$ cat config.mk
export PLATFORM = sky130hd
export DESIGN_NAME = cmp_scheduler
export DESIGN_NICKNAME = d
export VERILOG_FILES = /design/src/rtl/cmp_scheduler.sv
export SDC_FILE = /design/constraint.sdc
export NUM_CORES = 1
export LEC_CHECK = 0
export ABC_AREA = 1
export BUFFER_PORTS_ARGS = -buffer_cell sky130_fd_sc_hd__buf_2
export CAP_MARGIN = 20
export CORE_AREA = 2 2 59 61
export CTS_BUF_LIST = sky130_fd_sc_hd__clkbuf_8
export DETAILED_ROUTE_END_ITERATION = 16
export DIE_AREA = 0 0 61 63
export GPL_TIMING_DRIVEN = 0
export PLACE_DENSITY = 0.8
export SETUP_SLACK_MARGIN = 0.02
export SLEW_MARGIN = 30
export SYNTH_ARGS = -nofsm -noshare
export SYNTH_HDL_FRONTEND = slang
export SYNTH_SLANG_ARGS = --single-unit
$ cat constraint.sdc
create_clock -name clk -period 2.01 [get_ports clk]
set_input_delay 0.3015 -clock clk [delete_from_list [all_inputs] [get_ports clk]]
set_output_delay 0.3015 -clock clk [all_outputs]
set_load 0.1 [all_outputs]
$ cat src/rtl/cmp_scheduler.sv
// cmp_scheduler: round-robin sharing of one 4-bit magnitude comparator among four requesters
// Ports: clk, rst (sync, active-high); req[3:0], a_in/b_in[15:0] (4-bit slice per requester);
//   cmp_a/cmp_b drive the comparator, cmp_g/cmp_e are its g3/e3 outputs;
//   grant (one-hot owner), done pulse with done_id/gt/eq, busy.
// Option: define CMP_SCHED_RECHECK_EN to require two matching consecutive samples before answering.
module cmp_scheduler #(
  parameter int SETTLE_CYCLES = 3
) (
  input  logic        clk,
  input  logic        rst,
  input  logic [3:0]  req,
  input  logic [15:0] a_in,
  input  logic [15:0] b_in,
  output logic [3:0]  cmp_a,
  output logic [3:0]  cmp_b,
  input  logic        cmp_g,
  input  logic        cmp_e,
  output logic [3:0]  grant,
  output logic        done,
  output logic [1:0]  done_id,
  output logic        gt,
  output logic        eq,
  output logic        busy
);
`ifdef CMP_SCHED_RECHECK_EN
  typedef enum logic [1:0] {IDLE, SETTLE, DONE, RECHECK} state_t;
  logic g_s, e_s;
`else
  typedef enum logic [1:0] {IDLE, SETTLE, DONE} state_t;
`endif
  state_t state, state_n;
  logic [1:0] ptr, own, win;
  logic [3:0] cnt, avail;
  logic win_ok, load, settled, cap;
  // the owner being answered in DONE is masked so a held req is not re-served back to back
  always_comb begin
    avail = req & ~(state == DONE ? grant : 4'b0);
    win_ok = |avail;
    win = ptr;
    for (int i = 3; i >= 0; i--)
      if (avail[ptr + 2'(i)]) win = ptr + 2'(i);
  end
  assign load = (state == IDLE || state == DONE) && win_ok;
  assign settled = state == SETTLE && cnt == 4'(SETTLE_CYCLES - 1);
`ifdef CMP_SCHED_RECHECK_EN
  assign cap = state == RECHECK && cmp_g == g_s && cmp_e == e_s;
`else
  assign cap = settled;
`endif
  always_comb begin
    state_n = state;
    case (state)
      IDLE:    state_n = win_ok ? SETTLE : IDLE;
`ifdef CMP_SCHED_RECHECK_EN
      SETTLE:  state_n = settled ? RECHECK : SETTLE;
      RECHECK: state_n = cap ? DONE : SETTLE;
`else
      SETTLE:  state_n = settled ? DONE : SETTLE;
`endif
      DONE:    state_n = win_ok ? SETTLE : IDLE;
      default: state_n = IDLE;
    endcase
  end
  always_ff @(posedge clk) begin
    if (rst) begin
      state <= IDLE;
      ptr <= '0;
      own <= '0;
      grant <= '0;
      cmp_a <= '0;
      cmp_b <= '0;
      cnt <= '0;
      done_id <= '0;
      gt <= 1'b0;
      eq <= 1'b0;
    end else begin
      state <= state_n;
      // counter restarts on every grant and on a failed recheck
      cnt <= (load || state != SETTLE) ? 4'd0 : cnt + 4'd1;
      if (load) begin
        grant <= 4'b1 << win;
        cmp_a <= a_in[{win, 2'b00} +: 4];
        cmp_b <= b_in[{win, 2'b00} +: 4];
        own <= win;
        ptr <= win + 2'd1;
      end else if (state == DONE) begin
        grant <= '0;
      end
      if (cap) begin
        gt <= cmp_g;
        eq <= cmp_e;
        done_id <= own;
      end
    end
  end
`ifdef CMP_SCHED_RECHECK_EN
  always_ff @(posedge clk) begin
    if (rst) begin
      g_s <= 1'b0;
      e_s <= 1'b0;
    end else if (settled) begin
      g_s <= cmp_g;
      e_s <= cmp_e;
    end
  end
`endif
  assign done = state == DONE;
  assign busy = state != IDLE;
endmodule

======== Word level (Yosys, flattened, before mapping) ========
Cells that the tools add are included.
storage, ports and cells
  flip-flop bits (word level) ............. 26
  latch bits .............................. 0
  bits in writable memories ............... 0
  bits in read-only memories .............. 0
  input port bits ......................... 40
  output and inout port bits .............. 18
  word-level logic and storage cells ...... 56
  memories kept ........................... 0
cells by class
  add/subtract/negate cells ............... 5
  $mul .................................... 0
  divide/modulo/power cells ............... 0
  magnitude comparators ................... 4
  equality and inequality tests ........... 4
  shift operators ......................... 3
  multiplexer cells ....................... 18
  bitwise operators ....................... 2
  reductions and logical operators ........ 10
operators by type and width
  cell                   count
  $shiftx A16 B5 Y4      2
  $lt A2 B3 Y1 const B   4
  $mux W4                3
  $mux W2                5
  $bmux W1 S2            4
  $mux W1                5
  $add A2 B1 Y2 const B  2
  $add A2 B2 Y2 const B  2
  $add A4 B1 Y4 const B  1
  $and A4 B4 Y4          1
  $eq A4 B2 Y1 const B   1
  $not A4 Y4             1
  $pmux W2 S2            1
  $reduce_bool A2 Y1     2
  $reduce_or A2 Y1       2
  $reduce_or A4 Y1       1
  $shl A1 B2 Y4 const A  1
  $eq A2 B1 Y1 const B   1
  $eq A2 B2 Y1 const B   1
  $logic_and A1 B1 Y1    2
  $logic_not A2 Y1       1
  $logic_or A1 B1 Y1     2
  $ne A2 B1 Y1 const B   1

======== Depth between registers and ports, before layout ========
  depth after elaboration ................. 12
  gate-level depth with buffers ........... 17

======== Worst setup path after synthesis ========
No wires, ideal clock.
  path type ............................... reg2reg
  start point ............................. register grant[0]
  end point ............................... register cmp_a[1]
  setup time .............................. 0.119 ns
  arrival time ............................ 2.311 ns
  data required time ...................... 1.891 ns
  slack ................................... -0.420 ns
  stages on the path, launching flop included .. 15
  path buffers ............................ 1
  cells stage by stage .................... dfxtp_1 -> nand3_1 -> nand3_2 -> nand2_2 -> nand2_2 -> nand2_2 -> o21ai_4 -> nand2_2 -> nand2_4 -> nand2_4 -> buf_6 -> nor2_1 -> nor2_1 -> nor2_1 -> nor2_1
on the way
  longest elaborated chain between the ends .. 10
  elaborated cells between the ends (all ways) .. 18
  classes of those cells .................. shift: 1; mux: 13; bitwise: 2; reduce/logical: 2
RTL lines
  item                           RTL line  RTL
  from (decl)                    18        output logic [3:0] grant,
  from (signal assigned)         81        grant <= 4'b1 << win;
  $mux W4 (*)                    37        avail = req & ~(state == DONE ? grant : 4'b0);
  $not A4 Y4 (*)                 37
  $and A4 B4 Y4 (*)              37
  $bmux W1 S2                    41        if (avail[ptr + 2'(i)]) win = ptr + 2'(i);
  $mux W1 (not written as such)  41
  $mux W2 (4 in series)          41
  $shiftx A16 B5 Y4              82        cmp_a <= a_in[{win, 2'b00} +: 4];
  to (signal assigned)           82
  to (decl)                      14        output logic [3:0] cmp_a,
Every way passes the cells marked *; elsewhere a longest branch is shown, timed or not. The select of a mux whose other input is x is not followed.
A chain may end at the register's enable or synchronous reset.

======== Worst setup path after layout ========
  start point ............................. register state[0]
  end point ............................... register cmp_a[0]
on the way
  longest elaborated chain between the ends .. 11
  elaborated cells between the ends (all ways) .. 21
  classes of those cells .................. eq/ne: 1; shift: 1; mux: 13; bitwise: 2; reduce/logical: 4
RTL lines
  item                           RTL line  RTL
  from (decl)                    31        state_t state, state_n;
  from (signal assigned)         77        state <= state_n;
  $eq A2 B2 Y1                   37, 43
  $mux W4                        37
  $not A4 Y4                     37
  $and A4 B4 Y4                  37
  $bmux W1 S2                    41
  $mux W1 (not written as such)  41
  $mux W2 (4 in series)          41
  $shiftx A16 B5 Y4              82
Parallel ways exist; a longest one is shown, timed or not. The select of a mux whose other input is x is not followed.

==> impl_results.md <==
- Status: complete, no violations
- Global-route wire length before repair: 6279 um
- Number of diodes: 0
- Vias: 1769
- FMAX: 0.5419 GHz
- Area post-placement: 1926 um2
- Combined flip-flop and latch cell area: around 540 um2
- Design area: between 2000 and 2500 um2
- RePlAce Congestion: 0.8115
- Clk slew on worst S/H paths: 0.09 ns
- Worst-Skew Late Latency: 0.27 ns
- PD cells: 1781 nW/um2
- DRT Pass-1 Iters: 4
- Kind of critical path: reg -> reg
- CTS tree: built
- Post-Place Cells: ~340
- CP max stage delay: 0.35 ns
- CORE AREA: about 3200 um2
- Dpl ws: -0.01048 ns
- Setup Viol. Count Final: 0
- Setup crit end kind: register
- FF-to-FF setup slack: 0.16 ns
- Total of max-cap violations: 0
- Peak supply drop: 0.9750 mV
- Syn. warnings: 0
- Die extent in x: 61 um
- Clock sink total: 26
- Filler cell count: 315
- Drt wl/cell: 11.24 um
- Via-per-instance ratio: 5.026
- DPL Wire Length: 2953 um
- Slowest cell on the critical path: dfxtp_2
- Avg Synthesized Cell Area: 6.526 um2
- Final wirelength: 3958 um
- Fin. Hold Viols: 0
- End of the critical path: cmp_a[0]
- Mapped Nets: 283
- Number of buffers created by CTS: 3
- Largest net degree at the start of global routing: 15
- Worst Tran Pin Value: just under 0.5 ns
- Die ar.: 3843 um2
- Synth Instances: 241
- Finished Layout Cells: 352
- Startpoint types: register
- WP data required: 2.22 ns
- Fin Hold WS: 0.2881 ns
- Synthesis-to-layout area growth: 33.57%
- WP data arrival: 2.06 ns
- Sequential area share after synthesis: 33.09%
- Fin Clk Skew: ~0.0038 ns
- Antenna-violating nets left: 0
- RR Endpoint: cmp_a[0]
- Row Count: 21
- Cell variety after synth: 30
- Max transition margin: 67.35%
- Launching point of the worst reg2reg path: state[0]
- Layout cells sized above 1: 35.62%
- Buffers on Ports: 56
- Yosys reg bits: 26
- # IOs: 58
- Crit share post-route: 91.81%
- H-tree Lvls: 1
- Crit path cell chain: inv_4 -> nand3_2 -> nand3_1 -> nand2_2 -> nand2_2 -> nand2_2 -> o21ai_4 -> nand2_2 -> nand2_4 -> nand2_8 -> buf_6 -> nand2_2 -> nand2_1 -> nor2_2 -> nor2_1 -> nor2_1
- Drc violations: 0
- Tmin final: 1.845 ns
- Worst setup margin: 0.1645 ns
- Slew Limit Fails: 0
- Most frequent cells in the layout: 57 x buf_2, 47 x nand2_1, 42 x nor2_1
- Synthesized area: 1573 um2
- Die Span Y: 63 um
- Commonest non-fill, non-tap cell in the layout: buf_2
- Layout Utilization: 65.00%
- RSZ-0062 raised after global routing: true
- Initial DRC Count: 52
- CTS Buffer Depth: 2
- Most used cell, CP: nand2_2
- Root buf cell: clkbuf_8
- FF-to-FF path depth: 16
- Critical path peak fanout: 10
- Pleak: between 1 and 1.5 nW
- Gr ovfl total: 0
- Initial core utilization: 48.66%
- Multi-input combinational cell area: 968.4 um2
- Vias in the first global route: ~1500
- GRT Overall Usage: 20.68%
- CTS Hold Bufs: 0
- HP Class: in -> reg
- Initial antenna violation count: 0
- Crit path launch: state[0]
- Final nets: 349
-- synthesized netlist by cell type --
cell	count	area [um2]
inv_1	21	78.83
buf_6	3	33.78
nor2_2	1	6.260
xnor2_1	2	17.52
a21oi_1	6	30.03
buf_1	1	3.750
nor2_1	45	168.9
o21bai_1	1	7.510
buf_2	1	5.000
or2_2	2	12.51
nand3b_1	1	7.510
o21ai_0	14	70.07
a211oi_1	1	7.510
nand2_1	48	180.2
o22ai_1	1	6.260
nand4_1	8	50.05
inv_2	4	15.01
nand3_4	1	17.52
nand3_1	33	165.2
clkbuf_1	3	11.26
nand2_4	2	22.52
o21ai_4	1	16.27
a21oi_2	1	8.760
nand3_2	1	10.01
xor2_1	1	8.760
buf_4	1	7.510
ha_1	2	25.02
dfxtp_1	26	520.5
a221oi_1	1	8.760
nand2_2	8	50.05
-- what timing repair did --
item                       CTS  global route
resized for setup            3            24
pin swaps                    0             6
setup endpoints to repair    6            16
gates cloned                 0             1
setup buffers                0             4
-- layer usage --
layer / part of all wire, % / vias to the layer above / global-route usage [%]
met5: 0 / - / 0
met4: 0.33 / 0 / 3.261
met3: 7.4 / 2 / 4.762
met2: 48 / 73 / 34.54
met1: 44 / 780 / 27.12
li1: - / 914 / -
-- state kept, by name (all words and copies together), names as in the netlist --
name	count
state	2
grant	4
eq	1
ptr	2
done_id	2
own	2
gt	1
cnt	4
cmp_a	4
cmp_b	4
-- through the flow --
stage / setup TNS (ns) / power (W)
after floorplan: 0 / 0.002799
after global placement: 0 / 0.003196
after detailed placement: -0.01048 / 0.003225
after CTS: 0 / 0.003535
final: 0 / 0.003742
after global routing: 0 / 0.004013
-- report_power, final --
group / leakage, nW / internal (W) / switching (W) / total, W
Sequential: 0.218 / 0.000662 / 0.0000771 / 0.000739
Combinational: 0.836 / 0.000792 / 0.00191 / 0.00270
Clock: 0.0269 / 0.000137 / 0.000164 / 0.000301
Total: 1.08 / 0.00159 / 0.00215 / 0.00374
-- logic make-up after synthesis --
family,after synthesis,share of synthesized area [%]
AND/OR/NAND/NOR,150,43.91
buffers and inverters,34,9.864
adder cells (fa/ha/maj),2,1.591
flip-flops,26,33.09
AO/OA/AOI/OAI,26,9.866
XOR/XNOR,3,1.671
-- area by class of cell --
| cell class | instances | share of cell area, % |
|---|---|---|
| tap | 46 | 2.740 |
| sequential | 26 | 25.79 |
| buffer | 9 | 3.276 |
| timing repair buffer | 61 | 15.01 |
| inverter | 25 | 4.943 |
| multi-input combinational | 181 | 46.10 |
| clock inverter | 1 | 0.1787 |
| clock buffer | 3 | 1.965 |
-- how the worst min path moves through the flow --
stage                     startpoint      to  slack [ns]  cells past startpoint
after floorplan               cnt[0]  cnt[0]        0.43                      1
after global placement        cnt[0]  cnt[0]        0.45                      1
after detailed placement      own[1]  own[1]        0.46                      2
after CTS                      cmp_e      eq        0.29                      3
after global routing           cmp_e      eq        0.31                      3
final                          cmp_g      gt        0.29                      3
-- worst max-delay path: cells and delay by family, from the launching register on --
kind / cells / cell delay (ns)
buf+inv: 2 / 0.24
compound gates: 1 / 0.18
flops: 1 / 0.35
simple gates: 13 / 1.01
Power figures use the tool's default switching activity.
